===== src/rtl/addd_seq_cs.sv =====
//------------------------------------------------------------------------------
// addd_seq_cs
//
// Multi-cycle carry-select add/subtract unit. The result is double width:
// {res_high,res_low}. One CHUNK-bit slice of the operands is resolved per
// clock. Both slice sums (carry-in 0 and carry-in 1) are formed, and the
// registered carry from the previous slice selects between them.
//
// Operation flow:
//   IDLE --accept--> RUN (NCH cycles, one slice each) --> DONE --out_ready--> IDLE
//   flush returns to IDLE from any state on the next edge.
//
// Subtraction is performed as a + ~b + 1. The inverted operand is latched on
// accept, and the carry register is preset to 1. After the last slice:
//   add : res_high = zero-extended final carry
//   sub : res_high = all-ones when a borrow occurred (final carry 0), else 0
//
// Optional feature, enabled by defining ADDD_SEQ_FLAGS_EN:
//   zero : res_low == 0
//   ovf  : signed two's-complement overflow of the WIDTH-bit operation
//   Both flags are registered on the edge that enters DONE and are held until
//   the next DONE.
//
// Parameters:
//   WIDTH  operand width in bits (a multiple of CHUNK)
//   CHUNK  bits resolved per cycle (1..WIDTH)
//
// Ports:
//   clock      in   1      rising-edge clock
//   reset      in   1      asynchronous, active-high reset
//   in_valid   in   1      operands presented
//   in_ready   out  1      unit idle, can accept operands
//   sub        in   1      0: a+b, 1: a-b (sampled on accept)
//   a, b       in   WIDTH  unsigned operands (sampled on accept)
//   flush      in   1      synchronous abort back to IDLE
//   out_valid  out  1      result is held on res_high/res_low
//   out_ready  in   1      consumer takes the result
//   res_high   out  WIDTH  extension word (carry or sign-extended borrow)
//   res_low    out  WIDTH  low word of a+b or a-b
//   busy       out  1      unit is in RUN
//   zero, ovf  out  1      result flags (only with ADDD_SEQ_FLAGS_EN)
//------------------------------------------------------------------------------
`timescale 1ns/1ps

module addd_seq_cs #(
    parameter int WIDTH = 32,
    parameter int CHUNK = 4
) (
    input  logic             clock,
    input  logic             reset,
    input  logic             in_valid,
    output logic             in_ready,
    input  logic             sub,
    input  logic [WIDTH-1:0] a,
    input  logic [WIDTH-1:0] b,
    input  logic             flush,
    output logic             out_valid,
    input  logic             out_ready,
    output logic [WIDTH-1:0] res_high,
    output logic [WIDTH-1:0] res_low,
    output logic             busy
`ifdef ADDD_SEQ_FLAGS_EN
    ,
    output logic             zero,
    output logic             ovf
`endif
);

    localparam int NCH = WIDTH / CHUNK;
    localparam int IW  = (NCH > 1) ? $clog2(NCH) : 1;
    // Width for a bit offset of up to WIDTH-CHUNK.
    localparam int SW  = $clog2(WIDTH) + 1;
    localparam logic [IW-1:0] LAST_IDX = IW'(NCH - 1);

    typedef enum logic [1:0] {
        IDLE = 2'd0,
        RUN  = 2'd1,
        DONE = 2'd2
    } stateE;

    stateE state;
    stateE stateNext;

    // Latched operation
    logic [WIDTH-1:0] aReg;
    logic [WIDTH-1:0] bxReg;
    logic             subReg;
    logic             carry;
    logic [IW-1:0]    idx;

    // Slice datapath
    logic [SW-1:0]    sliceSh;
    logic [CHUNK-1:0] aSlice;
    logic [CHUNK-1:0] bSlice;
    logic [CHUNK:0]   sumC0;
    logic [CHUNK:0]   sumC1;
    logic [CHUNK:0]   sumSel;
    logic [WIDTH-1:0] sliceMask;
    logic [WIDTH-1:0] resLowNext;

    logic accept;
    logic runStep;
    logic lastSlice;

    //--------------------------------------------------------------------------
    // Helper functions
    //--------------------------------------------------------------------------

    // Extension word. For add it is the final carry. For sub it is the borrow
    // sign-extended, and a borrow shows up as a missing final carry.
    function automatic logic [WIDTH-1:0] extendWord(input logic isSub,
                                                    input logic carryOut);
        if (isSub)
            return carryOut ? '0 : '1;
        else
            return WIDTH'(carryOut);
    endfunction

    // Signed overflow of aMsb + bxMsb (+cin). It occurs only when both addend
    // signs agree and the result sign differs from them.
    function automatic logic signedOverflow(input logic aMsb,
                                            input logic bxMsb,
                                            input logic resMsb);
        return (aMsb == bxMsb) && (resMsb != aMsb);
    endfunction

    //--------------------------------------------------------------------------
    // Handshake qualifiers (flush wins over everything)
    //--------------------------------------------------------------------------
    assign accept    = (state == IDLE) && in_valid && !flush;
    assign runStep   = (state == RUN) && !flush;
    assign lastSlice = runStep && (idx == LAST_IDX);

    //--------------------------------------------------------------------------
    // FSM: state register
    //--------------------------------------------------------------------------
    always_ff @(posedge clock or posedge reset) begin
        if (reset)
            state <= IDLE;
        else
            state <= stateNext;
    end

    //--------------------------------------------------------------------------
    // FSM: next-state logic
    //--------------------------------------------------------------------------
    always_comb begin
        stateNext = state;
        if (flush) begin
            stateNext = IDLE;
        end else begin
            case (state)
                IDLE:    if (in_valid)        stateNext = RUN;
                RUN:     if (idx == LAST_IDX) stateNext = DONE;
                DONE:    if (out_ready)       stateNext = IDLE;
                default:                      stateNext = IDLE;
            endcase
        end
    end

    //--------------------------------------------------------------------------
    // FSM: outputs (decoded from the registered state)
    //--------------------------------------------------------------------------
    always_comb begin
        in_ready  = 1'b0;
        out_valid = 1'b0;
        busy      = 1'b0;
        case (state)
            IDLE:    in_ready  = 1'b1;
            RUN:     busy      = 1'b1;
            DONE:    out_valid = 1'b1;
            default: in_ready  = 1'b0;
        endcase
    end

    //--------------------------------------------------------------------------
    // Carry-select slice. Both candidate sums are formed independently, and the
    // registered carry from the previous slice picks one.
    //--------------------------------------------------------------------------
    assign sliceSh = SW'(idx) * SW'(CHUNK);
    assign aSlice  = CHUNK'(aReg  >> sliceSh);
    assign bSlice  = CHUNK'(bxReg >> sliceSh);

    assign sumC0  = {1'b0, aSlice} + {1'b0, bSlice};
    assign sumC1  = {1'b0, aSlice} + {1'b0, bSlice} + (CHUNK+1)'(1);
    assign sumSel = carry ? sumC1 : sumC0;

    // res_low with the current slice merged in. This value is also used for the
    // flags, so they see the final word on the last slice.
    assign sliceMask  = WIDTH'({CHUNK{1'b1}}) << sliceSh;
    assign resLowNext = (res_low & ~sliceMask)
                      | (WIDTH'(sumSel[CHUNK-1:0]) << sliceSh);

    //--------------------------------------------------------------------------
    // Operand latch, slice accumulation, and result registers
    //--------------------------------------------------------------------------
    always_ff @(posedge clock or posedge reset) begin
        if (reset) begin
            aReg     <= '0;
            bxReg    <= '0;
            subReg   <= 1'b0;
            carry    <= 1'b0;
            idx      <= '0;
            res_low  <= '0;
            res_high <= '0;
`ifdef ADDD_SEQ_FLAGS_EN
            zero     <= 1'b0;
            ovf      <= 1'b0;
`endif
        end else if (accept) begin
            // Subtraction becomes a + ~b with a carry-in of 1.
            aReg   <= a;
            bxReg  <= sub ? ~b : b;
            subReg <= sub;
            carry  <= sub;
            idx    <= '0;
        end else if (runStep) begin
            res_low <= resLowNext;
            carry   <= sumSel[CHUNK];
            if (lastSlice) begin
                idx      <= '0;
                res_high <= extendWord(subReg, sumSel[CHUNK]);
`ifdef ADDD_SEQ_FLAGS_EN
                zero     <= (resLowNext == '0);
                ovf      <= signedOverflow(aReg[WIDTH-1], bxReg[WIDTH-1],
                                           resLowNext[WIDTH-1]);
`endif
            end else begin
                idx <= idx + IW'(1);
            end
        end
    end

endmodule

===== config.mk =====
export PLATFORM = sky130hd
export DESIGN_NAME = addd_seq_cs
export DESIGN_NICKNAME = d
export VERILOG_FILES = /design/src/rtl/addd_seq_cs.sv
export SDC_FILE = /design/constraint.sdc
export NUM_CORES = 1
export LEC_CHECK = 0
export CAP_MARGIN = 20
export CORE_MARGIN = 10
export CORE_UTILIZATION = 45
export CTS_CLUSTER_SIZE = 12
export DETAILED_ROUTE_END_ITERATION = 10
export HOLD_SLACK_MARGIN = 0.05
export PLACE_DENSITY = 0.76
export SETUP_SLACK_MARGIN = 0.3
export SYNTH_ARGS = -nofsm -noshare
export SYNTH_HDL_FRONTEND = slang
export SYNTH_SLANG_ARGS = --single-unit

===== constraint.sdc =====
create_clock -name clock -period 4.4 [get_ports clock]
set_input_delay 0.88 -clock clock [delete_from_list [all_inputs] [get_ports clock]]
set_output_delay 0.88 -clock clock [all_outputs]
set_load 0.005 [all_outputs]

==> flow_summary.toml, run 1 <==
[floorplanning]
io_pins = 137
die_h_um = 128
core_area_um2 = 11400
rows = 39
dieArea_um2 = 16400
dieWidth_um = 128
start_util = 0.461

[clock_tree]
hold_buffers = 0
cts_sinks = 105
clk_pin_slew_ps = 70
ctsLongestPathBuffers = 2
h-tree-depth = 3
cts_root_buf = "clkbuf_16"
tritoncts = "built"
cts_inserted_buffers = 9
post_cts_resized = 0
clock_latency_ps = 350
cts_setup_buffers = 0

[timing]
rsz0062_at_grt = "false"
layout_min_cycle_time_ps = 3620
period_share = 0.823
maxSlewViolCount = 0
slew_headroom = 0.413
hold_viol = 0
tightest_slew_ps = 874
fmax_ghz = 0.276
clock_skew_ps = 6.81
setup_tns_ps = 0
setup_viol = 0

[yosys]
synthTopCellsByArea = "dfrtp_1, nand2_1, mux4_2, xnor2_1, buf_4"
avgSynthCellArea_um2 = 9.88
synthMostInstantiatedCell = "nand2_1"
synth_top_area_cell = "dfrtp_1"
synthesis.area_um2 = 5260
ys_async_sr_fraction = 1.00
synth_ff_type = "dfrtp_1"
synth_commonest_cells = "nand2_1, dfrtp_1, nor2_1, a21oi_1, xnor2_1"
synth-seq-area-share = 0.500
ys_warn_count = 0
synth_seq_cells = 105
synth_top_cell_area_share = 0.500
syn_inst = 532
yosysUniqueCellTypes = 40
synth-edff-count = 0
syn_nets = 615

[place]
portBuffers = 136
placed_area_um2 = 6470
finalWeightedCongestion = 0.795
dp_hpwl_um = 9530

[final_layout]
area_growth_pct = 29.1
drive_gt1_frac = 0.0803
final_nets = 713
finalInstanceArea_um2 = 6790
n_fill_cell = 942
diodes = 0

[routing]
final_antenna_net_count = 0
route.detailed.wl_per_inst_um = 16.2
via_per_inst = 5.09
drtPass1Iterations = 4
drc = 0
drt_iter0_markers = 273
vias = 3962
wl_um = 12600

[pwr]
switching_share = 0.349
clock_power_share = 0.237
combPwrFrac = 0.375
vdd_ir_drop_max_mv = 0.299
power.switching_mw = 1.20
seqPwrFrac = 0.388
leakage_nw = 2.91
powerDensity_nw_per_um2 = 507
intPower_mw = 2.24

[worst_setup_path]
timing.critical_path.to = "res_high[0]$_DFFE_PP0P_"
crit_path_start = "idx[0]$_DFFE_PP0P_"
r2r-end = "res_high[0]$_DFFE_PP0P_"
r2r_cells = 14
crit_arrival_ps = 3880
crit_required_ps = 4660
timing.rr.start = "idx[0]$_DFFE_PP0P_"
worstPathMaxFanout = 20
r2r_slack_ps = 780
crit_type = "reg -> reg"
critPathCaptureType = "flip-flop"
startpoint_type = "flip-flop"

[global_routing]
grt.overflow.total = 0
grt_use_total = 0.157
grt_first_pass_wirelength_um = 21300
antenna_found_initial = 0
grt_max_degree = 100
first_global_vias = 4239

[min_path]
hp-class = "reg -> reg"
min_path_cells = 2

[run_status]
outcome = "finished, final reports clean"

[job]
max_cap_violations = 0
[power groups by stage]
stage               combinational, mW  clock [mW]  sequential, mW
floorplan                       0.838           0            1.30
global placement                 1.24           0            1.35
detailed placement               1.30           0            1.35
CTS                              1.31       0.825            1.34
global route                     1.44       0.870            1.37
finish                           1.29       0.816            1.34
[through the flow]
| stage | worst slack, ps | power (mW) | instances | hold WS (ps) | util |
|---|---|---|---|---|---|
| 2_1_floorplan | 759 | 2.14 | 532 | 440 | - |
| 3_3_place_gp | 929 | 2.59 | 761 | 454 | 0.567 |
| 3_5_place_dp | 766 | 2.66 | 761 | 459 | 0.567 |
| 4_1_cts | 712 | 3.47 | 777 | 476 | 0.593 |
| 5_1_grt | 471 | 3.67 | 778 | 499 | 0.595 |
| 6_report | 780 | 3.45 | 778 | 475 | 0.595 |
[placed cells by master (no fill, tap or decap), types with 2 or more instances in the layout]
master	netlist	layout
nor2_1	42	42
ha_1	12	12
nor2b_1	2	2
buf_4	31	5
clkinvlp_4	0	2
nand3_1	4	4
clkdlybuf4s50_1	0	135
inv_1	8	7
o21ai_0	5	5
o2bb2ai_1	12	12
xnor2_1	34	34
dfrtp_1	105	105
nand2_1	158	158
and2_1	2	2
a21oi_1	36	36
o21ai_1	18	18
mux4_2	16	16
nor3b_2	2	2
clkbuf_16	0	9
xor2_1	2	2
inv_6	0	3
[registers in the layout, indices dropped and copies added (netlist names)]
| signal | flops |
|---|---|
| res_high | 2 |
| carry | 1 |
| aReg | 32 |
| res_low | 32 |
| state | 2 |
| bxReg | 32 |
| idx | 3 |
| subReg | 1 |
[logic make-up (layout without fill, tap and decap cells)]
kind of cell,count (synthesis),count (layout),share of synthesized area
and+or+nand+nor,219,219,0.172
DFF,105,105,0.500
AOI/OAI and AO/OA,76,76,0.0847
buffers and inverters,65,168,0.0776
xor gates and xnor gates,37,37,0.0631
muxes,17,17,0.0707
adders and majority gates,13,13,0.0324
[worst min path at each step]
stage                         startpoint              endpoint  slack (ps)
global placement     aReg[4]$_DFFE_PP0P_   aReg[4]$_DFFE_PP0P_         450
CTS                 aReg[30]$_DFFE_PP0P_  aReg[30]$_DFFE_PP0P_         480
floorplan           aReg[10]$_DFFE_PP0P_  aReg[10]$_DFFE_PP0P_         440
finish              aReg[30]$_DFFE_PP0P_  aReg[30]$_DFFE_PP0P_         480
global route        aReg[11]$_DFFE_PP0P_  aReg[11]$_DFFE_PP0P_         500
detailed placement  aReg[30]$_DFFE_PP0P_  aReg[30]$_DFFE_PP0P_         460
[layer usage]
| metal | wire length (µm) | up-vias | GRT usage |
|---|---|---|---|
| met4 | 263 | 0 | 0.0536 |
| met1 | 5290 | 1890 | 0.189 |
| met3 | 1010 | 25 | 0.0492 |
| met2 | 6040 | 135 | 0.259 |
| li1 | - | 1912 | - |
| met5 | 0 | - | 0 |
[worst max-delay path: stages, from the launching register on]
cell and delay [ps]:
dfrtp_1 440, buf_4 370, mux4_2 550, nand2_1 80
nand2_1 60, ha_1 220, inv_1 80, fa_1 420
inv_1 90, ha_1 140, nand2_1 110, nor4b_4 310
xor2_1 230, ha_1 270, o21ai_0 170
[final cells by class]
class	count	area, µm²	share of cell area
Sequential cell	105	2630	0.387
Clock buffer	9	225	0.0332
Inverter	10	40.0	0.00590
Clock inverter	7	76.3	0.0112
Tap cell	143	179	0.0263
Multi-Input combinational cell	362	2230	0.328
Timing Repair Buffer	142	1410	0.208
(Power assumes the default switching activity.)
==> inputs of run 2 (changes only) <==
==> constraint.sdc (replaced) <==
create_clock -name clock -period 3.5 [get_ports clock]
set_input_delay 0.7 -clock clock [delete_from_list [all_inputs] [get_ports clock]]
set_output_delay 0.7 -clock clock [all_outputs]
set_load 0.005 [all_outputs]
==> run 2 against run 1 <==
Die area unchanged. Register-to-register slack worse by 440 ps. Non-clock buffer count rose by 16. Worst hold slack improved by 5.3 ps. Via count grew 2.5%. Sequential share of layout area down 0.90 points. Total power is 32% higher. Global-route usage up 0.11 points. Critical endpoint is now res_high[30]$_DFFE_PP0P_.
==> flow_summary.toml, run 2 (synthesis results as in run 1) <==
[run_status]
outcome = "finished, final reports clean"

[clock_tree]
cts_sinks = 105
tritoncts = "built"
h-tree-depth = 3
clk_pin_slew_ps = 70
cts_inserted_buffers = 9
clock_latency_ps = 350
ctsLongestPathBuffers = 2
cts_root_buf = "clkbuf_16"

[final_layout]
final_nets = 729
finalInstanceArea_um2 = 6960
regArea_um2 = 2630
drive_gt1_frac = 0.112
final_cells = 794
diodes = 0
area_growth_pct = 32.4
layout_common_cells = "nand2_1, clkdlybuf4s50_1, dfrtp_1, nor2_1, a21oi_1"
reg_top3 = "aReg (32), bxReg (32), res_low (32)"
multi_input_area_um2 = 2260
layout_commonest_cell = "nand2_1"
n_fill_cell = 949

[floorplanning]
rows = 39
dieArea_um2 = 16400
io_pins = 137
die_h_um = 128
start_util = 0.461
dieWidth_um = 128
core_area_um2 = 11400

[routing]
via_per_inst = 5.11
wl_um = 12900
final_antenna_net_count = 0
drc = 0
vias = 4061
drt_iter0_markers = 306
route.detailed.wl_per_inst_um = 16.2
drtPass1Iterations = 4

[timing]
setup_ws_ps = 342
maxSlewViolCount = 0
slew_headroom = 0.411
period_share = 0.902
hold_viol = 0
clock_skew_ps = 11.3
setup_viol = 0
fmax_ghz = 0.317
setup_tns_ps = 0
rsz0062_at_grt = "true"
tightest_slew_ps = 883
layout_min_cycle_time_ps = 3160

[worst_setup_path]
crit_type = "reg -> reg"
startpoint_type = "flip-flop"
critPathCaptureType = "flip-flop"
worstPathMaxFanout = 5
crit_arrival_ps = 3380
crit_required_ps = 3720

[job]
max_cap_violations = 0

[place]
portBuffers = 136
dp_hpwl_um = 9770
dp_cells = 770
place_ws_ps = 200
placed_area_um2 = 6560
finalWeightedCongestion = 0.813

[global_routing]
grt.overflow.total = 0
grt_max_degree = 100
antenna_found_initial = 0
grt_first_pass_wirelength_um = 21300
grt_use_total = 0.158
first_global_vias = 4161

[min_path]
hp-class = "reg -> reg"

[pwr]
powerDensity_nw_per_um2 = 655
leakage_nw = 3.00
vdd_ir_drop_max_mv = 0.372
==> run 2: cell types whose count changed in the layout (fill, tap and decap cells not counted), sizes merged <==
cell	change
inv	-2
buf	+16
clkbuf	+2
==> run 2: repair_timing <==
item / CTS / global route
pin swaps: 4 / 4
hold buffers: 0 / 0
endpoints found under the setup margin: 2 / 9
resized for setup: 5 / 10
setup buffers: 6 / 2
==> run 2: critical path, cell delays in order (launching register included) <==
cell     delay [ps]
dfrtp_2         420
buf_12          130
mux4_2          480
nand2_1          80
nand2_1          70
ha_2            190
inv_2            50
fa_1            430
inv_2           100
ha_4            140
nand2_4          60
nor4b_4         290
xor2_1          130
ha_1            190
mux2_1          280
==> run 2: path summary, 6_finish.rpt <==
kind	start	endpoint	slack, ps	cells past startpoint
max reg2reg	idx[0]$_DFFE_PP0P_	res_high[30]$_DFFE_PP0P_	340	14
min reg2reg	aReg[27]$_DFFE_PP0P_	aReg[27]$_DFFE_PP0P_	480	2
max	idx[0]$_DFFE_PP0P_	res_high[30]$_DFFE_PP0P_	340	14
min in group asynchronous	reset	res_low[14]$_DFFE_PP0P_	900	3
max in group asynchronous	reset	bxReg[12]$_DFFE_PP0P_	2110	3
min	aReg[27]$_DFFE_PP0P_	aReg[27]$_DFFE_PP0P_	480	2
==> run 2: cell type report <==
| cell class | count | area share |
|---|---|---|
| Sequential cell | 105 | 0.378 |
| Clock buffer | 11 | 0.0334 |
| Clock inverter | 5 | 0.00917 |
| Multi-Input combinational cell | 362 | 0.324 |
| Timing Repair Buffer | 158 | 0.224 |
| Tap cell | 143 | 0.0257 |
| Inverter | 10 | 0.00593 |
==> run 2: per-stage QoR <==
stage               hold WS (ps)  utilization  total power, mW
global route                 505        0.610             4.83
finish                       481        0.610             4.56
detailed placement           466        0.575             3.43
global placement             455        0.575             3.36
floorplan                    440            -             2.70
CTS                          483        0.606             4.51
==> run 2: power breakdown <==
part	leakage (nW)	total (mW)	internal, mW	switching [mW]
combinational	1.56	1.85	0.939	0.915
clock	0.141	1.01	0.562	0.453
sequential	1.30	1.69	1.49	0.200
==> run 2: routing by layer <==
| layer | part of all wire | vias up | GRT usage |
|---|---|---|---|
| met2 | 0.48 | 142 | 0.259 |
| met5 | 0 | - | 0 |
| li1 | - | 1947 | - |
| met1 | 0.41 | 1956 | 0.194 |
| met4 | 0.013 | 0 | 0.0464 |
| met3 | 0.096 | 16 | 0.0513 |
==> inputs of run 3 (changes only) <==
--- a/config.mk
+++ b/config.mk
@@ -12,7 +12,7 @@
 export DETAILED_ROUTE_END_ITERATION = 10
 export HOLD_SLACK_MARGIN = 0.05
 export PLACE_DENSITY = 0.76
-export SETUP_SLACK_MARGIN = 0.3
+export SETUP_SLACK_MARGIN = 0.2
 export SYNTH_ARGS = -nofsm -noshare
 export SYNTH_HDL_FRONTEND = slang
 export SYNTH_SLANG_ARGS = --single-unit
==> run 3 against run 2 <==
Worst setup slack gained 7.3 ps. Via count down 0.32%. Cell area increased by 0.38%. Die area is the same. Sequential power about the same. Critical endpoint unchanged. Largest power group unchanged.
==> flow_summary.toml, run 3 (synthesis results as in run 1) <==
[worst_setup_path]
max_stage_delay_ps = 510
worstPathMaxFanout = 7
critPathCaptureType = "flip-flop"
path_cells = "buf_12, mux4_2, nand2_2, nand2_1, ha_2, inv_1, fa_1, inv_2, ha_2, nand2_2, nor4b_4, xor2_1, ha_1, mux2_1"
startpoint_type = "flip-flop"
cpMaxStageDelayCell = "mux4_2"
crit_arrival_ps = 3380
crit_type = "reg -> reg"
crit_required_ps = 3720

[pwr]
vdd_ir_drop_max_mv = 0.442
leakage_nw = 3.01
powerDensity_nw_per_um2 = 651
p_total_mw = 4.55

[timing]
setup_viol = 0
fmax_ghz = 0.317
clock_skew_ps = 8.58
setup_tns_ps = 0
rsz0062_at_grt = "false"
hold_viol = 0
holdWs_ps = 477
period_share = 0.900
maxSlewViolCount = 0
tightest_slew_ps = 880
slew_headroom = 0.414
layout_min_cycle_time_ps = 3150

[final_layout]
reg_top3 = "aReg (32), bxReg (32), res_low (32)"
diodes = 0
area_growth_pct = 32.9
final_cells = 794
layout_common_cells = "nand2_1, clkdlybuf4s50_1, dfrtp_1, nor2_1, a21oi_1"
final_nets = 729
n_fill_cell = 934
drive_gt1_frac = 0.115
utilization = 0.612
layout_commonest_cell = "nand2_1"

[routing]
drtPass1Iterations = 4
final_antenna_net_count = 0
vias = 4048
via_per_inst = 5.10
drc = 0
route.detailed.wl_per_inst_um = 16.3
wl_um = 12900
drt_iter0_markers = 295

[global_routing]
antenna_found_initial = 0
first_global_vias = 4183
grt_use_total = 0.157
grt_first_pass_wirelength_um = 21100
grt.overflow.total = 0
grt_max_degree = 100

[place]
finalWeightedCongestion = 0.803
portBuffers = 136
dp_cells = 767
dp_hpwl_um = 9580

[job]
max_cap_violations = 0

[floorplanning]
rows = 39
io_pins = 137
core_area_um2 = 11400
dieArea_um2 = 16400
start_util = 0.461
die_h_um = 128
dieWidth_um = 128

[run_status]
outcome = "finished, final reports clean"

[clock_tree]
h-tree-depth = 3
clk_pin_slew_ps = 70
cts_sinks = 105
cts_inserted_buffers = 9
cts_root_buf = "clkbuf_16"
hold_buffers = 0
clock_latency_ps = 350
tritoncts = "built"
ctsLongestPathBuffers = 2

[min_path]
hp-class = "reg -> reg"
-- run 3: cell types whose count changed in the layout (fill, tap and decap cells not counted), sizes merged --
| cell | previous run | this run |
|---|---|---|
| bufbuf | 0 | 1 |
| inv | 10 | 11 |
| bufinv | 1 | 0 |
| buf | 23 | 22 |
-- run 3: path summary, 6_finish.rpt --
| kind | end | slack (ps) | cells past startpoint | start |
|---|---|---|---|---|
| worst min-delay path | aReg[23]$_DFFE_PP0P_ | 480 | 2 | aReg[23]$_DFFE_PP0P_ |
| worst max register to register | res_high[30]$_DFFE_PP0P_ | 350 | 14 | idx[0]$_DFFE_PP0P_ |
| min in group asynchronous | res_low[8]$_DFFE_PP0P_ | 760 | 2 | reset |
| worst max-delay path | res_high[30]$_DFFE_PP0P_ | 350 | 14 | idx[0]$_DFFE_PP0P_ |
| worst min register to register | aReg[23]$_DFFE_PP0P_ | 480 | 2 | aReg[23]$_DFFE_PP0P_ |
| max in group asynchronous | carry$_DFFE_PP0P_ | 1990 | 3 | reset |
-- run 3: stage by stage --
step | setup slack (ps) | cell area (µm²)
final | 349 | 6990
after global routing | 179 | 6990
after CTS | 208 | 6920
after detailed placement | 159 | 6550
after global placement | 274 | 6550
after floorplan | 219 | 5260
-- run 3: layout make-up --
class / count / area [µm²] / share of cell area
multi-input combinational: 362 / 2260 / 0.323
timing repair buffer: 158 / 1580 / 0.227
sequential: 105 / 2630 / 0.376
inverter: 10 / 41.3 / 0.00591
tap: 143 / 179 / 0.0256
clock inverter: 5 / 45.0 / 0.00645
clock buffer: 11 / 253 / 0.0362
-- run 3: where the power goes --
| part | switching, mW | internal (mW) |
|---|---|---|
| clock | 0.461 | 0.533 |
| combinational | 0.921 | 0.966 |
| sequential | 0.181 | 1.49 |
-- run 3: critical path, delay by kind of cell (launching register included) --
kind                     cells  cell delay (ps)
XOR/XNOR                     1              120
adder cells (fa/ha/maj)      4             1000
buffers and inverters        3              300
flip-flops                   1              390
multiplexers                 2              790
AND/OR/NAND/NOR              4              420
-- run 3: timing repair --
action	CTS	global route
buffers inserted	5	5
gates resized for setup	0	9
pin swaps	1	10
cloned	1	0
endpoints found under the setup margin	2	2
-- run 3: per-layer routing --
metal  track usage  share of wire  vias to the layer above
li1              -              -                     1955
met1         0.187           0.41                     1917
met2         0.264           0.48                      164
met3        0.0492          0.097                       12
met4        0.0470          0.011                        0
met5             0              0                        -
